==> config.mk <==
export PLATFORM = sky130hd
export DESIGN_NAME = instr_sequencer
export DESIGN_NICKNAME = d
export VERILOG_FILES = /design/src/rtl/instr_sequencer_pkg.sv /design/src/rtl/instr_sequencer_alu8.sv /design/src/rtl/instr_sequencer.sv
export SDC_FILE = /design/constraint.sdc
export NUM_CORES = 1
export LEC_CHECK = 0
export ABC_AREA = 0
export BUFFER_PORTS_ARGS = -buffer_cell sky130_fd_sc_hd__buf_2
export CAP_MARGIN = 20
export CORE_ASPECT_RATIO = 0.6
export CORE_MARGIN = 4
export CORE_UTILIZATION = 57
export CTS_CLUSTER_DIAMETER = 150
export DETAILED_ROUTE_END_ITERATION = 8
export GPL_TIMING_DRIVEN = 0
export PLACE_DENSITY = 0.92
export REMOVE_ABC_BUFFERS = 1
export SLEW_MARGIN = 20
export SYNTH_ARGS = -nofsm -noshare
export SYNTH_HDL_FRONTEND = slang
export SYNTH_SLANG_ARGS = --single-unit
==> constraint.sdc <==
create_clock -name clock -period 3.4 [get_ports clock]
set_input_delay 0.68 -clock clock [delete_from_list [all_inputs] [get_ports clock]]
set_output_delay 0.68 -clock clock [all_outputs]
set_load 0.005 [all_outputs]
==> src/rtl/instr_sequencer_pkg.sv <==
// Shared definitions for the byte-fed instruction sequencer: opcodes, states, field layout.
package instr_sequencer_pkg;

  localparam int unsigned DATA_W     = 8;
  localparam int unsigned OPCODE_W   = 3;
  localparam int unsigned STATE_W    = 2;

  // Instruction byte layout: [7:5] opcode, [4] rd, [3] rs1, [2] rs2, [1:0] ignored
  localparam int unsigned OPCODE_MSB = 7;
  localparam int unsigned OPCODE_LSB = 5;
  localparam int unsigned RD_BIT     = 4;
  localparam int unsigned RS1_BIT    = 3;
  localparam int unsigned RS2_BIT    = 2;
  localparam int unsigned IGN_MSB    = 1;
  localparam int unsigned IGN_LSB    = 0;

  typedef enum logic [OPCODE_W-1:0] {
    OP_NOP = 3'b000,
    OP_LDI = 3'b001,
    OP_ADD = 3'b010,
    OP_SUB = 3'b011,
    OP_AND = 3'b100,
    OP_OR  = 3'b101,
    OP_XOR = 3'b110,
    OP_MOV = 3'b111
  } opcode_t;

  typedef enum logic [STATE_W-1:0] {
    ST_FETCH = 2'b00,
    ST_IMM   = 2'b01,
    ST_EXEC  = 2'b10,
    ST_WB    = 2'b11
  } state_t;

  // Decoded instruction held for the duration of one operation
  typedef struct packed {
    opcode_t opcode;
    logic    rd;
    logic    rs1;
    logic    rs2;
  } instr_t;

  // Opcodes that produce ALU status and therefore update the flags
  function automatic logic is_alu_op(input opcode_t op);
    logic alu;
    alu = 1'b0;
    case (op)
      OP_ADD, OP_SUB, OP_AND, OP_OR, OP_XOR: alu = 1'b1;
      default:                               alu = 1'b0;
    endcase
    return alu;
  endfunction

endpackage

==> src/rtl/instr_sequencer_alu8.sv <==
// Combinational 8-bit ALU: arithmetic with carry/borrow, bitwise logic, zero detect.
module alu8
  import instr_sequencer_pkg::*;
(
  input  opcode_t           opcode,
  input  logic [DATA_W-1:0] a,
  input  logic [DATA_W-1:0] b,
  output logic [DATA_W-1:0] result,
  output logic              carry,
  output logic              zero
);

  logic [DATA_W:0] sum_wide;

  // Carry-out of the widened sum is the ADD carry
  assign sum_wide = {1'b0, a} + {1'b0, b};

  // Result and carry per opcode; non-ALU opcodes yield zero with carry clear
  always_comb begin
    result = '0;
    carry  = 1'b0;
    case (opcode)
      OP_ADD: begin
        result = sum_wide[DATA_W-1:0];
        carry  = sum_wide[DATA_W];
      end
      OP_SUB: begin
        result = a - b;
        carry  = (a < b);
      end
      OP_AND:  result = a & b;
      OP_OR:   result = a | b;
      OP_XOR:  result = a ^ b;
      default: begin
        result = '0;
        carry  = 1'b0;
      end
    endcase
  end

  assign zero = (result == '0);

endmodule

==> src/rtl/instr_sequencer.sv <==
// Byte-stream instruction sequencer driving a two-entry external register file.
module instr_sequencer
  import instr_sequencer_pkg::*;
(
  input  logic              clock,
  input  logic              reset,
  input  logic              instr_valid,
  input  logic [DATA_W-1:0] instr_data,
  output logic              instr_ready,
  output logic              rf_read_register1,
  output logic              rf_read_register2,
  input  logic [DATA_W-1:0] rf_read_data1,
  input  logic [DATA_W-1:0] rf_read_data2,
  output logic              rf_write_enable,
  output logic              rf_write_register,
  output logic [DATA_W-1:0] rf_write_data,
  output logic              busy,
  output logic              op_done,
  output logic              flag_zero,
  output logic              flag_carry
);

  state_t            state;
  state_t            state_next;
  instr_t            instr_in;
  instr_t            instr_q;
  logic [DATA_W-1:0] imm_q;
  logic [DATA_W-1:0] result_q;
  logic [DATA_W-1:0] exec_result;
  logic [DATA_W-1:0] alu_result;
  logic              alu_carry;
  logic              alu_zero;
  logic              accept;
  logic              unused_instr_bits;

  // Low instruction bits carry no meaning
  assign unused_instr_bits = ^instr_data[IGN_MSB:IGN_LSB];

  assign accept = instr_valid & instr_ready;

  // Field extraction from the incoming instruction byte
  always_comb begin
    instr_in.opcode = opcode_t'(instr_data[OPCODE_MSB:OPCODE_LSB]);
    instr_in.rd     = instr_data[RD_BIT];
    instr_in.rs1    = instr_data[RS1_BIT];
    instr_in.rs2    = instr_data[RS2_BIT];
  end

  // State register
  always_ff @(posedge clock) begin
    if (reset) begin
      state <= ST_FETCH;
    end else begin
      state <= state_next;
    end
  end

  // Next-state logic: LDI detours through IMM to collect its immediate byte
  always_comb begin
    state_next = state;
    case (state)
      ST_FETCH: begin
        if (accept) begin
          state_next = (instr_in.opcode == OP_LDI) ? ST_IMM : ST_EXEC;
        end
      end
      ST_IMM: begin
        if (accept) begin
          state_next = ST_EXEC;
        end
      end
      ST_EXEC: state_next = ST_WB;
      ST_WB:   state_next = ST_FETCH;
      default: state_next = ST_FETCH;
    endcase
  end

  // State-decoded outputs; reset masks the handshake and any pending write
  always_comb begin
    instr_ready       = 1'b0;
    rf_read_register1 = 1'b0;
    rf_read_register2 = 1'b0;
    rf_write_enable   = 1'b0;
    rf_write_register = 1'b0;
    rf_write_data     = '0;
    op_done           = 1'b0;
    busy              = (state != ST_FETCH);
    case (state)
      ST_FETCH, ST_IMM: begin
        instr_ready = ~reset;
      end
      ST_EXEC: begin
        rf_read_register1 = instr_q.rs1;
        rf_read_register2 = instr_q.rs2;
      end
      ST_WB: begin
        op_done           = ~reset;
        rf_write_enable   = ~reset & (instr_q.opcode != OP_NOP);
        rf_write_register = instr_q.rd;
        rf_write_data     = result_q;
      end
      default: begin
        instr_ready = 1'b0;
      end
    endcase
  end

  // Value computed in EXEC: immediate, register copy, or ALU output
  always_comb begin
    exec_result = alu_result;
    case (instr_q.opcode)
      OP_LDI:  exec_result = imm_q;
      OP_MOV:  exec_result = rf_read_data1;
      default: exec_result = alu_result;
    endcase
  end

  alu8 u_alu (
    .opcode (instr_q.opcode),
    .a      (rf_read_data1),
    .b      (rf_read_data2),
    .result (alu_result),
    .carry  (alu_carry),
    .zero   (alu_zero)
  );

  // Datapath registers: latched instruction, immediate, result and flags
  always_ff @(posedge clock) begin
    if (reset) begin
      instr_q    <= instr_t'(0);
      imm_q      <= '0;
      result_q   <= '0;
      flag_zero  <= 1'b0;
      flag_carry <= 1'b0;
    end else begin
      if (accept && (state == ST_FETCH)) begin
        instr_q <= instr_in;
      end
      if (accept && (state == ST_IMM)) begin
        imm_q <= instr_data;
      end
      if (state == ST_EXEC) begin
        result_q <= exec_result;
        if (is_alu_op(instr_q.opcode)) begin
          flag_zero  <= alu_zero;
          flag_carry <= alu_carry;
        end
      end
    end
  end

endmodule

==> flow_metrics.env <==
export IMPL_status="completed"
export IMPL_clockPowerShare_pct=16.0
export IMPL_slew_violations=0
export IMPL_vdd_drop_max_mv=0.4384
export IMPL_min_to="instr_q[1]"
export IMPL_viasPerCell=6.158
export IMPL_synth_seq_cells=26
export IMPL_drive_above_1_share_pct=15.63
export IMPL_synth_edf_count=0
export IMPL_p_sw_mw=0.5472
export IMPL_syn_area_um2=2482
export IMPL_r2r_start="instr_q[4]"
export IMPL_nNetsFinal=410
export IMPL_cts_sinks=26
export IMPL_rsz0062_at_grt="false"
export IMPL_io_buffer_count=43
export IMPL_ios=44
export IMPL_critPathKind="in2reg"
export IMPL_synth_top_cell_by_area="dfxtp_1"
export IMPL_grt_usage_pct=24.29
export IMPL_dpl_hpwl_mm=5.177
export IMPL_cts_buffers=3
export IMPL_fin_crit_sh_pct=84.86
export IMPL_tns_ns=0
export IMPL_worstHoldStart="instr_q[1]"
export IMPL_drv_cap=0
export IMPL_ys_warn_count=0
export IMPL_switching_share_pct=43.30
export IMPL_startpoint_type="primary input"
export IMPL_ys_seq_area_share_pct=20.97
export IMPL_grt_max_degree=35
export IMPL_diodes=0
export IMPL_cts_setup_buffers=0
export IMPL_worstHoldPathCells=2
export IMPL_drtIter0Drc=199
export IMPL_finalClockSkew_ns=0.007058
export IMPL_grt_pass1_wl_mm=10.76
export IMPL_grt_overflow_total=0
export IMPL_core_um2=4144
export IMPL_hold_viol_final=0
export IMPL_whs_ns=0.4598
export IMPL_root_buffer="clkbuf_8"
export IMPL_synth_top_area_share_pct=20.97
export IMPL_die_h_um=59.12
export IMPL_crit_reg2reg_capture="flag_zero"
export IMPL_synth_area_top_cells="dfxtp_1 (21%), ha_1 (14%), a21oi_1 (5.4%), inv_1 (4.5%), nand2_1 (4.1%)"
export IMPL_path_clk_slew_ns=0.09
export IMPL_async_flop_share_pct=0
export IMPL_clk_insertion_delay_late_ns=0.28
export IMPL_p_int_mw=0.7165
export IMPL_ant_nets=0
export IMPL_worstPathArrival_ns=3.05
export IMPL_leakagePower_nw=1.206
export IMPL_die_x_um=93.20
export IMPL_total_power_mw=1.264
export IMPL_setup_viol=0
export IMPL_crit_required_ns=3.57
export IMPL_synthCells=325
export IMPL_tightest_slew_ns=0.8350
export IMPL_synth_cell_types=60
export IMPL_critPathMaxFanout=4
export IMPL_vias=2537
export IMPL_clock_path_buffers=2
export IMPL_synth_avg_cell_area_um2=7.638
export IMPL_worstRegToRegCells=6
export IMPL_area_growth_pct=10.03
export IMPL_endpoint_kind="flop"
export IMPL_wl_mm=6.648
export IMPL_cts_tree="yes"
export IMPL_drc_errors=0
export IMPL_powerDensity_nw_per_um2=462.7
export IMPL_synth_ff_type="dfxtp_1"
export IMPL_maxSlewHeadroom_pct=44.26
export IMPL_initial_core_util_pct=59.90
export IMPL_r2r_slack_ns=0.83
export IMPL_dieArea_um2=5510
export IMPL_hp_class="reg2reg"
export IMPL_min_period_ns=2.885
export IMPL_clock_fmax_mhz=346.6
export IMPL_seq_power_share_pct=36.3
export IMPL_cts_resized=0
export IMPL_htree_levels=1
export IMPL_critPathLaunch="rf_read_data1[0]"
export IMPL_p_comb_share_pct=47.7
export IMPL_drt_first_pass_iters=5
export IMPL_antenna_found_initial=0
export IMPL_routedWlPerCell_um=16.14
export IMPL_place_congestion=0.8966
export IMPL_core_rowCount=18
export IMPL_grt_pass1_vias=2249
export IMPL_ctsHoldBuffers=0
==> final cells by class <==
cell class | instances | area [um2]
Tap cell | 60 | 75.07
Fill cell | 387 | 1413
Sequential cell | 26 | 521.8
Multi-Input combinational cell | 249 | 1752
Timing Repair Buffer | 43 | 215.2
Inverter | 30 | 112.6
Clock buffer | 4 | 55.05
==> power by group through the flow <==
stage / clock [mW] / sequential (mW) / combinational [mW]
3_3_place_gp: 0 / 0.456 / 0.561
3_5_place_dp: 0 / 0.462 / 0.586
4_1_cts: 0.201 / 0.455 / 0.592
2_1_floorplan: 0 / 0.439 / 0.423
5_1_grt: 0.214 / 0.469 / 0.672
6_report: 0.202 / 0.459 / 0.603
==> logic make-up (layout without fill, tap and decap cells) <==
kind of cell	after synthesis	in the layout	share of synthesized area [%]
DFF	26	26	20.97
and+or+nand+nor	113	113	23.89
muxes	7	7	2.873
adders and majority gates	30	30	15.73
buffers and inverters	50	77	8.468
xor gates and xnor gates	1	1	0.3529
AOI/OAI and AO/OA	98	98	27.72
==> stage by stage <==
step	cells	util [%]	setup WS, ns	cell area (um2)
detailed placement	408	64.55	0.2936	2675
CTS	412	65.88	0.5725	2730
global route	412	65.91	0.4584	2731
finish	412	65.91	0.5149	2731
floorplan	305	-	0.6764	2385
global placement	408	64.55	0.3070	2675
==> critical path, stage by stage <==
cell,delay [ns]
buf_2,0.12
ha_1,0.24
inv_1,0.07
fa_1,0.39
nand3b_1,0.26
a2111oi_2,0.42
o311ai_1,0.17
or3_1,0.44
o221a_2,0.26
==> cells in the mapped netlist (3+ instances only) <==
library cell and instances:
a211oi_1 7, a21o_1 3, a21oi_1 27, a22o_1 6, and2_1 13, buf_2 6, clkbuf_1 10, dfxtp_1 26
ha_1 28, inv_1 30, mux2i_1 6, nand2_1 27, nand2b_1 6, nand3_1 18, nand3b_1 5, nand4_1 3
nor2_1 20, nor2b_1 5, nor3_1 4, nor3b_1 3, o211ai_1 6, o21ai_0 13, o22a_1 3, o31ai_1 4
==> placed cells by master (no fill, tap or decap), types with 2 or more instances in the layout <==
| cell | n |
|---|---|
| mux2i_1 | 6 |
| o21ai_0 | 13 |
| nand3_1 | 18 |
| a21o_1 | 3 |
| and2_1 | 13 |
| nand4_1 | 3 |
| a211oi_1 | 7 |
| o31a_1 | 2 |
| nor2b_1 | 5 |
| o211ai_1 | 6 |
| a21boi_0 | 2 |
| buf_2 | 43 |
| o31ai_1 | 4 |
| a21oi_1 | 27 |
| nand3b_1 | 5 |
| a31oi_1 | 2 |
| clkbuf_8 | 4 |
| o22a_1 | 3 |
| nand2_1 | 27 |
| a22o_1 | 6 |
| a311oi_1 | 2 |
| inv_1 | 30 |
| a22oi_1 | 2 |
| nor2_1 | 20 |
| nor4b_1 | 2 |
| fa_1 | 2 |
| o22ai_1 | 2 |
| dfxtp_1 | 25 |
| ha_1 | 28 |
| nor3_1 | 4 |
| o41ai_1 | 2 |
| nand2b_1 | 6 |
| nor3b_1 | 3 |
==> registers in the layout, summed over array words and instances, names as in the netlist <==
register	flops
imm_q	8
result_q	8
instr_q	6
state	2
flag_carry	1
flag_zero	1
==> metal layers <==
metal	up-vias	GRT usage [%]	share of wire [%]
li1	1213	-	-
met1	1178	36.41	48
met2	133	36.54	42
met3	13	4.949	8.8
met4	0	3.967	0.95
met5	-	0	0
==> worst max path at each step <==
stage	end	slack [ns]	cells after the start
floorplan	result_q[6]	0.68	8
global placement	result_q[6]	0.31	9
detailed placement	result_q[6]	0.29	9
CTS	result_q[6]	0.57	9
global route	result_q[6]	0.46	9
finish	result_q[6]	0.51	9
Note: power is estimated with default switching activity, not from simulation.
